### src/rtl/systolic_pkg.sv
// Shared types and constants for the 2x2 systolic array controller.
// Covers state enums, feed/capture cycle indices and element slice positions.
package systolic_pkg;

    typedef enum logic {
        IDLE,
        RUN
    } cst_e;

    typedef enum logic [1:0] {
        WIDLE,
        WLOAD0,
        WLOAD1
    } wst_e;

    localparam logic [2:0] K_R0_A0  = 3'd0;
    localparam logic [2:0] K_R0_A1  = 3'd1;
    localparam logic [2:0] K_R1_A0  = 3'd1;
    localparam logic [2:0] K_R1_A1  = 3'd2;
    localparam logic [2:0] K_CAP_C00 = 3'd2;
    localparam logic [2:0] K_CAP_C10 = 3'd3;
    localparam logic [2:0] K_CAP_C01 = 3'd3;
    localparam logic [2:0] K_CAP_C11 = 3'd4;
    localparam logic [2:0] K_EN_LAST = 3'd3;
    localparam logic [2:0] K_LAST    = 3'd4;

    localparam int E00 = 0;
    localparam int E01 = 1;
    localparam int E10 = 2;
    localparam int E11 = 3;

endpackage

### src/rtl/weight_bank_ctrl.sv
// B loader FSM and double-buffer bank bookkeeping.
// Loads go to the inactive bank; a swap request consumes a full shadow.
module weight_bank_ctrl
    import systolic_pkg::*;
#(
    parameter int DW = 4
) (
    input  logic          clk,
    input  logic          rst_n,
    input  logic          b_valid,
    input  logic [4*DW-1:0] b_data,
    input  logic          swap_req,
    output logic          b_ready,
    output logic          load_row0,
    output logic          load_row1,
    output logic          sel_w_active,
    output logic          sel_w_load,
    output logic          avail_d,
    output logic [DW-1:0] b00,
    output logic [DW-1:0] b01,
    output logic [DW-1:0] b10,
    output logic [DW-1:0] b11
);

    wst_e            wst_q, wst_d;
    logic [4*DW-1:0] b_q, b_d;
    logic            sf_q, sf_d;
    logic            av_q, av_d;
    logic            sel_q, sel_d;
    logic            sel_ld_q, sel_ld_d;
    logic            b_ready_q, b_ready_d;
    logic            ld0_q, ld0_d;
    logic            ld1_q, ld1_d;

    // Next-state for the loader, bank flags and registered controls.
    always_comb begin
        wst_d = wst_q;
        b_d   = b_q;
        sf_d  = sf_q;
        av_d  = av_q;
        sel_d = sel_q;
        unique case (wst_q)
            WIDLE: begin
                if (b_valid && b_ready_q) begin
                    b_d   = b_data;
                    wst_d = WLOAD0;
                end
            end
            WLOAD0: wst_d = WLOAD1;
            WLOAD1: begin
                wst_d = WIDLE;
                sf_d  = 1'b1;
            end
            default: wst_d = WIDLE;
        endcase
        if (swap_req && sf_q) begin
            sel_d = !sel_q;
            sf_d  = 1'b0;
            av_d  = 1'b1;
        end
        sel_ld_d  = !sel_d;
        b_ready_d = (wst_d == WIDLE) && !sf_d;
        ld0_d     = (wst_d == WLOAD0);
        ld1_d     = (wst_d == WLOAD1);
        avail_d   = av_d || sf_d;
    end

    // State and output registers.
    always_ff @(posedge clk or negedge rst_n) begin
        if (!rst_n) begin
            wst_q     <= WIDLE;
            b_q       <= '0;
            sf_q      <= 1'b0;
            av_q      <= 1'b0;
            sel_q     <= 1'b0;
            sel_ld_q  <= 1'b1;
            b_ready_q <= 1'b0;
            ld0_q     <= 1'b0;
            ld1_q     <= 1'b0;
        end else begin
            wst_q     <= wst_d;
            b_q       <= b_d;
            sf_q      <= sf_d;
            av_q      <= av_d;
            sel_q     <= sel_d;
            sel_ld_q  <= sel_ld_d;
            b_ready_q <= b_ready_d;
            ld0_q     <= ld0_d;
            ld1_q     <= ld1_d;
        end
    end

    assign b_ready      = b_ready_q;
    assign load_row0    = ld0_q;
    assign load_row1    = ld1_q;
    assign sel_w_active = sel_q;
    assign sel_w_load   = sel_ld_q;
    assign b00 = b_q[E00*DW +: DW];
    assign b01 = b_q[E01*DW +: DW];
    assign b10 = b_q[E10*DW +: DW];
    assign b11 = b_q[E11*DW +: DW];

endmodule

### src/rtl/systolic_ctrl_2x2.sv
// Sequencer for the 2x2 weight-stationary array with double-buffered B.
// Feeds skewed A rows, enables MACs and returns bottom-row sums as C rows.
module systolic_ctrl_2x2
    import systolic_pkg::*;
#(
    parameter int DW = 4,
    parameter int CW = 9
) (
    input  logic            clk,
    input  logic            rst_n,
    input  logic            b_valid,
    output logic            b_ready,
    input  logic [4*DW-1:0] b_data,
    input  logic            a_valid,
    output logic            a_ready,
    input  logic [4*DW-1:0] a_data,
    output logic            res_valid,
    output logic            res_row,
    output logic [CW-1:0]   res_c0,
    output logic [CW-1:0]   res_c1,
    output logic [DW-1:0]   arr_a_row0,
    output logic [DW-1:0]   arr_a_row1,
    output logic [DW-1:0]   arr_b00,
    output logic [DW-1:0]   arr_b01,
    output logic [DW-1:0]   arr_b10,
    output logic [DW-1:0]   arr_b11,
    output logic            arr_load_row0,
    output logic            arr_load_row1,
    output logic            arr_sel_w_load,
    output logic            arr_sel_w_active,
    output logic            arr_clear_psum,
    output logic            arr_compute_en,
    input  logic [CW-1:0]   arr_c10,
    input  logic [CW-1:0]   arr_c11
);

    cst_e            cst_q, cst_d;
    logic [2:0]      k_q, k_d;
    logic [4*DW-1:0] a_q, a_d;
    logic [CW-1:0]   c00_q, c00_d;
    logic [CW-1:0]   c10_q, c10_d;
    logic            rv_q, rv_d;
    logic            rr_q, rr_d;
    logic [CW-1:0]   r0_q, r0_d;
    logic [CW-1:0]   r1_q, r1_d;
    logic [DW-1:0]   ar0_q, ar0_d;
    logic [DW-1:0]   ar1_q, ar1_d;
    logic            clr_q, clr_d;
    logic            en_q, en_d;
    logic            ard_q, ard_d;
    logic            run_d;
    logic            a_fire;
    logic            avail_d;

    assign a_fire = a_valid && ard_q;

    weight_bank_ctrl #(.DW(DW)) u_wbank (
        .clk          (clk),
        .rst_n        (rst_n),
        .b_valid      (b_valid),
        .b_data       (b_data),
        .swap_req     (a_fire),
        .b_ready      (b_ready),
        .load_row0    (arr_load_row0),
        .load_row1    (arr_load_row1),
        .sel_w_active (arr_sel_w_active),
        .sel_w_load   (arr_sel_w_load),
        .avail_d      (avail_d),
        .b00          (arr_b00),
        .b01          (arr_b01),
        .b10          (arr_b10),
        .b11          (arr_b11)
    );

    // Compute FSM, partial-sum capture and result row formation.
    always_comb begin
        cst_d = cst_q;
        k_d   = k_q;
        a_d   = a_q;
        c00_d = c00_q;
        c10_d = c10_q;
        rv_d  = 1'b0;
        rr_d  = 1'b0;
        r0_d  = '0;
        r1_d  = '0;
        unique case (cst_q)
            IDLE: begin
                if (a_fire) begin
                    cst_d = RUN;
                    k_d   = 3'd0;
                    a_d   = a_data;
                end
            end
            RUN: begin
                if (k_q == K_LAST) begin
                    cst_d = IDLE;
                    k_d   = 3'd0;
                end else begin
                    k_d = k_q + 3'd1;
                end
                if (k_q == K_CAP_C00) c00_d = arr_c10;
                if (k_q == K_CAP_C10) c10_d = arr_c10;
                if (k_q == K_CAP_C01) begin
                    rv_d = 1'b1;
                    rr_d = 1'b0;
                    r0_d = c00_q;
                    r1_d = arr_c11;
                end
                if (k_q == K_CAP_C11) begin
                    rv_d = 1'b1;
                    rr_d = 1'b1;
                    r0_d = c10_q;
                    r1_d = arr_c11;
                end
            end
        endcase
    end

    // Array feed and handshake controls derived from the next state.
    always_comb begin
        run_d = (cst_d == RUN);
        ar0_d = '0;
        ar1_d = '0;
        if (run_d) begin
            if (k_d == K_R0_A0) ar0_d = a_d[E00*DW +: DW];
            if (k_d == K_R0_A1) ar0_d = a_d[E10*DW +: DW];
            if (k_d == K_R1_A0) ar1_d = a_d[E01*DW +: DW];
            if (k_d == K_R1_A1) ar1_d = a_d[E11*DW +: DW];
        end
        clr_d = !run_d;
        en_d  = run_d && (k_d <= K_EN_LAST);
        ard_d = !run_d && avail_d;
    end

    // State and output registers.
    always_ff @(posedge clk or negedge rst_n) begin
        if (!rst_n) begin
            cst_q <= IDLE;
            k_q   <= 3'd0;
            a_q   <= '0;
            c00_q <= '0;
            c10_q <= '0;
            rv_q  <= 1'b0;
            rr_q  <= 1'b0;
            r0_q  <= '0;
            r1_q  <= '0;
            ar0_q <= '0;
            ar1_q <= '0;
            clr_q <= 1'b1;
            en_q  <= 1'b0;
            ard_q <= 1'b0;
        end else begin
            cst_q <= cst_d;
            k_q   <= k_d;
            a_q   <= a_d;
            c00_q <= c00_d;
            c10_q <= c10_d;
            rv_q  <= rv_d;
            rr_q  <= rr_d;
            r0_q  <= r0_d;
            r1_q  <= r1_d;
            ar0_q <= ar0_d;
            ar1_q <= ar1_d;
            clr_q <= clr_d;
            en_q  <= en_d;
            ard_q <= ard_d;
        end
    end

    assign a_ready        = ard_q;
    assign res_valid      = rv_q;
    assign res_row        = rr_q;
    assign res_c0         = r0_q;
    assign res_c1         = r1_q;
    assign arr_a_row0     = ar0_q;
    assign arr_a_row1     = ar1_q;
    assign arr_clear_psum = clr_q;
    assign arr_compute_en = en_q;

endmodule

### config.mk
export PLATFORM = sky130hd
export DESIGN_NAME = systolic_ctrl_2x2
export DESIGN_NICKNAME = d
export VERILOG_FILES = /design/src/rtl/systolic_pkg.sv /design/src/rtl/weight_bank_ctrl.sv /design/src/rtl/systolic_ctrl_2x2.sv
export SDC_FILE = /design/constraint.sdc
export NUM_CORES = 1
export LEC_CHECK = 0
export ABC_CLOCK_PERIOD_IN_PS = 2900
export CORE_ASPECT_RATIO = 0.7
export CORE_UTILIZATION = 50
export DETAILED_ROUTE_END_ITERATION = 10
export PLACE_DENSITY = 0.84
export SYNTH_ARGS = -nofsm -noshare
export SYNTH_HDL_FRONTEND = slang
export SYNTH_HIERARCHICAL = 1
export SYNTH_SLANG_ARGS = --single-unit
### constraint.sdc
create_clock -name clk -period 2.9 [get_ports clk]
set_input_delay 0.87 -clock clk [delete_from_list [all_inputs] [get_ports clk]]
set_output_delay 0.87 -clock clk [all_outputs]
set_load 0.02 [all_outputs]
# Word level (Yosys, flattened, before mapping)
# Cells that the tools add are included.
# totals
elab_cells,83
regBits,94
out_inout_bits,52
# classes
n_lt_le_gt_ge,1
muxes,31
eq_ne,9
n_addsub,1
n_reduce_logical,17
bitwise_logic,1
# ops
op,count
2-to-1 mux 9 bit,6
2-to-1 mux 16 bit,2
2-to-1 mux 4 bit,6
2-to-1 mux 1 bit,11
== test 3 x 2 -> 1 bit (second input constant),3
logical AND 1 bit,6
2-to-1 mux 3 bit,2
one-hot mux 3 bit (2 select lines),1
AND reduction 2 bit,3
== test 2 x 1 -> 1 bit (second input constant),2
== test 2 bit (second input constant),2
zero test 1 bit,4
zero test 2 bit,2
one-hot mux 2 bit (2 select lines),1
adder 3 x 1 -> 3 bit (second input constant),1
== test 3 x 1 -> 1 bit (second input constant),1
== test 3 bit (second input constant),1
less-or-equal comparator 3 x 2 -> 1 bit (second input constant),1
zero test 3 bit,1
2-to-1 mux 2 bit,1
one-hot mux 1 bit (2 select lines),1
logical OR 1 bit,1
inverter 1 bit,1

# Depth between registers and ports, before layout
# Gate-level depths: netlist (run 1).
# logic_depth
ltp_word,7
depth_mapped,7
ltp_nobuf,7

# Cells and area by module
# The synthesis (run 1) kept the hierarchy.
# modules_own_cells
mod,cells_each,seq_area_each_um2,area_each_um2,n_inst
systolic_ctrl_2x2,180,1727.9,2680.1,1
weight_bank_ctrl,56,601.8,943.4,1

# Worst setup path after synthesis (run 1)
# OpenSTA, ideal clock, no wires.
# synth_timing
kind,input -> register
start,input port b_valid
end,register u_wbank.b_q[10]
stages,4
path_slack_ns,1.097
t_required_ns,2.775
t_arrival_ns,1.677
cell_sequence,nor4bb_1 -> buf_4 -> buf_12 -> mux2_4
# synth_via
elab_chain_len,2
# synth_lines
item,line,text
start: declaration,systolic_ctrl_2x2.sv:11,"input logic b_valid,"
logical AND 1 bit,weight_bank_ctrl.sv:44,if (b_valid && b_ready_q) begin
AND reduction 2 bit (no source line),n/a,
end signal: assignment,weight_bank_ctrl.sv:72,b_q <= '0;
end signal: assignment,weight_bank_ctrl.sv:82,b_q <= b_d;
end: declaration,weight_bank_ctrl.sv:26,"logic [4*DW-1:0] b_q, b_d;"
# Every way passes these cells.
# A chain may end at the register's enable or synchronous reset.

# Worst setup path after layout (run 1)
# layout_timing
start,register clr_q (netlist: arr_clear_psum)
end,output port arr_clear_psum
# layout_rtl
item,line,text
start: declaration,systolic_ctrl_2x2.sv:48,"logic clr_q, clr_d;"
start signal: assignment,systolic_ctrl_2x2.sv:164,clr_q <= clr_d;
end: declaration,systolic_ctrl_2x2.sv:31,"output logic arr_clear_psum,"
# No word-level cell between the ends.

==> metrics, run 1 <==
outcome finished clean; final hold vios 0; f_max 0.426 GHz; Slew headroom 62.4%; FF/Latch Area 0.00233 mm²; worst path bufs/invs 1; Worst R2R Start k_q[0]; Seq/Total Area, Yosys 64.3%; worst hold start u_wbank/av_q; clock share of power 14.8%; total power per unit cell area 1080 mW/mm²; nets 407; initial antenna violation count 0; Num CTS Buffers 9; CP Class reg2out; internal power 3480 µW; Crit-path slowest cell clkdlybuf4s50_1; Worst Max-Slew Pin Slew 0.565 ns; met1 Resource Use GR 26.8%; Fillers 472; Hold Crit Class reg2reg; maximum capacitance violations 0; placed instance area 0.00477 mm²; final wirelength 6.86 mm; ys flop type dfrtp_1; Most Crowded Layer GR met2; hpwl dp 4.95 mm; TritonCTS clock tree built; Clock Sinks 93; DRC 0; Data arrival, critical path 1.48 ns; share of the synthesized area in the top cell type 62.8%; I/O pin count 106; number of port buffers 105; H-tree levels 3; Initial Utilization 52.7%; postcts setup bufs 0; share of layout cells above drive strength 1 23.4%; Post-synth ARST share 100%; Sw Share 34.8%; Total GRT Usage 19.8%; setup TNS 0 ns; Rows 25; reg2reg end arr_a_row1[2]; sequential share of power 40.1%; EDFF count, synth 0; CTS Buffer Depth 2; Reg clk slew, reported paths 0.09 ns; delay-heaviest family, CP buffers and inverters; number of global-route vias before repair 2253; Post-synth top cells dfrtp_1 (91), mux2_2 (31), mux2_4 (19); M2 GR Usage 31.0%; Reg2Reg Depth 7; Die Ht 73.2 µm; Peak supply drop 0.481 mV; crit start category flop; top cell type by total area after synthesis dfrtp_1; synth unique cells 37; static leakage 0.00223 µW; top-count cell post-synth dfrtp_1; Crit Path Max Fanout 1; met3 global-route usage 7.23%; worst hold endpoint u_wbank/av_q; final worst slack 0.553 ns; Tmin final 2.35 ns; footprint of the multi-input gates 0.00121 mm²; #FFs+latches synth 93; die area 0.00760 mm²; first drt pass iteration count 4; WP depth 1; GP Congestion 0.747; post-route cell area 0.00496 mm²; switching pwr 1860 µW; GRT Residual Overflow 0; Clock Skews 0.00780 ns; Synth Instances 236; Mean Syn Cell Area 15.4 µm²; Iter 0 DRT Violations 65; synth top area cells dfrtp_1 (63%), mux2_2 (9.6%), mux2_4 (7.9%); Setup crit end kind primary output; Worst Hold Depth 1; critical path cell sequence clkdlybuf4s50_1; Area growth, synth to finish 36.8%; Synth warnings 6; Skew-Pair Late Insertion Delay 0.35 ns; first-pass GRT wire length 11.3 mm; Vias/cell 4.99; number of diodes 0; drt wl/cell 15.3 µm; via count 2234; Post-DRT Antenna Nets 0; Req. time, crit path 2.03 ns; Max Slew Vio Count 0; Hold Buf Count CTS 0; die width 104 µm; combinational share of power 45.0%; Mapped Area 0.00362 mm²; reg-to-reg setup timing slack 1.09 ns; post-CTS sizing 0; Worst path max stage delay 0.61 ns; # setup viols final 0; RSZ-0062 raised after global routing false; post-route clock period utilization 80.9%; placeable core area 0.00688 mm²; Setup WS pre-CTS 0.345 ns; pin count of the biggest net entering global routing 49; root buf cell clkbuf_8; syn_nets 294
==> registers in the layout, summed over array words and instances (netlist names), 3 cells and up <==
register     count
c00_q            9
c10_q            9
arr_a_row0       4
k_q              3
res_c0           9
res_c1           9
u_wbank/b_q     16
arr_a_row1       4
a_q             16
==> area by class of cell <==
| cell class | instances | area share, % |
|---|---|---|
| Clock buffer | 10 | 2.78 |
| Inverter | 9 | 0.707 |
| Sequential cell | 93 | 47.0 |
| Tap cell | 94 | 2.37 |
| Timing Repair Buffer | 108 | 21.9 |
| Multi-Input combinational cell | 128 | 24.4 |
| Clock inverter | 6 | 0.934 |
==> placed cells by master (no fill, tap or decap), drive strengths merged, types with 2 or more instances in the layout <==
cell type,n
ha,4
clkinvlp,2
buf,4
nand2b,3
clkinv,3
nand2,4
nor3,8
dfstp,2
and2,9
clkbuf,10
mux2,50
a22o,10
dfrtp,91
a21oi,8
nor2b,3
nor2,6
a21boi,2
clkdlybuf4s50,104
nand3,9
inv,10
==> power by group through the flow <==
| stage | clock network (µW) | logic, µW | registers [µW] |
|---|---|---|---|
| after floorplan | 0 | 1220 | 2450 |
| after global placement | 0 | 2360 | 2130 |
| after detailed placement | 0 | 2410 | 2170 |
| after CTS | 813 | 2430 | 2140 |
| after global routing | 861 | 2590 | 2210 |
| final | 790 | 2400 | 2140 |
==> worst reg2reg max path, stage by stage, from the launching register on <==
cell      delay (ns)
dfrtp_1         0.39
inv_1           0.17
ha_1            0.27
a21boi_2        0.12
mux2i_4         0.30
clkinv_2        0.21
nand3_1         0.14
a21oi_1         0.07
==> routing by layer <==
metal  wire, µm  share of wire [%]
met5          0                  0
met4         39               0.57
met3        533                7.8
met2       3040                 44
met1       3240                 47
==> worst max path at each step <==
stage                 startpoint               to  slack (ns)
2_1_floorplan            b_valid  u_wbank/b_q[10]        1.10
3_3_place_gp             a_valid    arr_a_row0[3]        0.43
6_report          arr_clear_psum   arr_clear_psum        0.55
4_1_cts           arr_clear_psum   arr_clear_psum        0.54
5_1_grt        u_wbank/load_row1    arr_load_row1        0.51
3_5_place_dp             a_valid    arr_a_row0[1]        0.34
==> per-stage QoR <==
step                hold WS [ns]  utilization, %  cells  power (µW)
floorplan                  0.436               -    236        3670
global placement           0.453            69.4    432        4490
detailed placement         0.468            69.4    432        4580
CTS                        0.488            72.0    448        5380
global route               0.505            72.0    448        5660
finish                     0.485            72.0    448        5330
==> kinds of logic after synthesis <==
| logic type | Yosys count | share of synthesized area [%] |
|---|---|---|
| buffers and inverters | 15 | 2.80 |
| AOI/OAI and AO/OA | 23 | 4.97 |
| muxes | 51 | 18.1 |
| DFF | 93 | 64.3 |
| xor gates and xnor gates | 2 | 0.484 |
| and+or+nand+nor | 48 | 7.94 |
| adders and majority gates | 4 | 1.38 |
Note: power is estimated with default switching activity, not from simulation.
==> inputs of run 2 (changes only) <==
Settings changed: ABC_CLOCK_PERIOD_IN_PS 2900 to 2300, CORE_UTILIZATION 50 to 47, PLACE_DENSITY 0.84 to 0.79.
Clock period 2.9 ns to 2.3 ns, I/O delays scaled along.
==> run 2 against run 1 <==
Effect of this change: die area rose by 6.2%; sequential power rose by 26%; clock power rose by 62%; wire length rose by 0.32%.
==> metrics, run 2 (same netlist as run 1, synthesis figures left out) <==
outcome finished clean (unchanged); number of global-route vias before repair 2252 (was 2253); # setup viols final 0 (unchanged); H-tree levels 3 (unchanged); Iter 0 DRT Violations 41 (was 65); root buf cell clkbuf_8 (unchanged); Most Crowded Layer GR met2 (unchanged); Worst path max stage delay 0.62 ns (was 0.61 ns); critical path cell sequence clkdlybuf4s50_1 (unchanged); placeable core area 0.00738 mm² (was 0.00688 mm²); GP Congestion 0.753 (was 0.747); TritonCTS clock tree built (unchanged); final wirelength 6.88 mm (was 6.86 mm); Worst Max-Slew Pin Slew 0.527 ns (was 0.565 ns); met3 global-route usage 8.21% (was 7.23%); Req. time, crit path 1.61 ns (was 2.03 ns); Reg clk slew, reported paths 0.09 ns (about the same); DRC 0 (unchanged); Slew headroom 64.8% (was 62.4%); maximum capacitance violations 0 (unchanged); number of diodes 0 (unchanged); Data arrival, critical path 1.50 ns (was 1.48 ns); pin count of the biggest net entering global routing 94 (was 49); die area 0.00807 mm² (was 0.00760 mm²); reg2reg end arr_a_row0[2] (was arr_a_row1[2]); Setup crit end kind primary output (unchanged); CTS Buffer Depth 2 (unchanged); Fillers 537 (was 472); Crit-path slowest cell clkdlybuf4s50_1 (unchanged); worst path bufs/invs 1 (unchanged); Clock Sinks 93 (unchanged); static leakage 0.00227 µW (was 0.00223 µW); Rows 26 (was 25); hpwl dp 4.75 mm (was 4.95 mm); Area growth, synth to finish 39.4% (was 36.8%); Die Ht 75.5 µm (was 73.2 µm); Worst R2R Start k_q[0] (unchanged); Clock Skews 0.00633 ns (was 0.00780 ns); Skew-Pair Late Insertion Delay 0.36 ns (was 0.35 ns); total power per unit cell area 1400 mW/mm² (was 1080 mW/mm²); Max Slew Vio Count 0 (unchanged); postcts setup bufs 0 (unchanged); I/O pin count 106 (unchanged); Num CTS Buffers 9 (unchanged); most frequent cells in the layout clkdlybuf4s50_1 (104), dfrtp_1 (91), mux2_2 (31), mux2_4 (19) (was clkdlybuf4s50_1 (104), dfrtp_1 (91), mux2_2 (31), mux2_4 (19), clkbuf_8 (10)); crit start category flop (unchanged); delay-heaviest family, CP buffers and inverters (unchanged); final std cells w/o fill 455 (was 448); Hold Crit Class in2async (was reg2reg); setup TNS 0 ns (unchanged); FF/Latch Area 0.00233 mm² (unchanged); share of layout cells above drive strength 1 23.8% (was 23.4%); Initial Utilization 49.1% (was 52.7%); commonest non-fill, non-tap cell in the layout clkdlybuf4s50_1 (unchanged); RSZ-0062 raised after global routing false (unchanged); Reg2Reg Depth 7 (unchanged); CP Class reg2out (unchanged); die width 107 µm (was 104 µm); f_max 0.456 GHz; first-pass GRT wire length 10.8 mm (was 11.3 mm); Peak supply drop 0.778 mV (was 0.481 mV); reg-to-reg setup timing slack 0.59 ns (was 1.09 ns); met1 Resource Use GR 22.9% (was 26.8%); drt wl/cell 15.1 µm (was 15.3 µm); placed cells 439 (was 432); Tmin final 2.19 ns; M2 GR Usage 27.5% (was 31.0%); number of port buffers 105 (unchanged); post-route clock period utilization 95.4%; Post-DRT Antenna Nets 0 (unchanged); initial antenna violation count 0 (unchanged); via count 2246 (was 2234); post-CTS sizing 0 (unchanged); Total GRT Usage 17.9% (was 19.8%); Regs by FF count a_q x16, u_wbank/b_q x16 (unchanged); first drt pass iteration count 4 (unchanged); final hold vios 0 (unchanged); Crit Path Max Fanout 1 (unchanged); nets 410 (was 407); Vias/cell 4.94 (was 4.99); GRT Residual Overflow 0 (unchanged); footprint of the multi-input gates 0.00121 mm² (unchanged); Hold Buf Count CTS 0 (unchanged)
run 2: cell types whose count changed in the layout (fill, tap and decap cells not counted), sizes merged:
cell,before,now
buf,4,7
bufinv,0,3
inv,10,8
clkinvlp,2,1
run 2: through the flow:
step	instance area (µm²)	setup WS (ns)	power [µW]	utilization (%)	hold WS (ns)
final	5050	0.107	7100	68.4	0.366
after global placement	4810	0.0880	5780	65.2	0.454
after detailed placement	4810	0.0239	5870	65.2	0.459
after global routing	5050	0.0696	7520	68.4	0.394
after floorplan	3620	0.677	4630	-	0.394
after CTS	5050	0.0839	7170	68.4	0.375
run 2: worst max-delay path by stage:
stage	endpoint	slack [ns]	start	cells past startpoint
after floorplan	u_wbank/b_q[10]	0.68	b_valid	4
after global placement	arr_a_row0[2]	0.09	a_valid	5
after detailed placement	arr_a_row0[2]	0.02	a_valid	5
after CTS	arr_clear_psum	0.08	arr_clear_psum	1
after global routing	arr_clear_psum	0.07	arr_clear_psum	1
final	arr_clear_psum	0.11	arr_clear_psum	1
run 2: area by class of cell:
type	count	area share, %
clock buffer	10	2.53
sequential	93	46.1
multi-input combinational	128	23.9
timing repair buffer	111	22.1
inverter	9	0.693
tap	98	2.43
clock inverter	6	2.20
run 2: power by group:
group	internal, µW	switching, µW
Sequential	2350	338
Combinational	1670	1450
Clock	722	560
Total	4750	2350
run 2: metal layers:
layer  vias up  part of all wire (%)
met3         7                   9.7
met1      1097                    46
li1       1051                     -
met4         0                  0.90
met5         -                     0
met2        91                    43
==> inputs of run 3 (changes only) <==
Settings changed: CTS_CLUSTER_SIZE from default to 24, SLEW_MARGIN from default to 20.
==> results of run 3 <==
No change in the layout: final DEF, timing and power equal those of run 2.
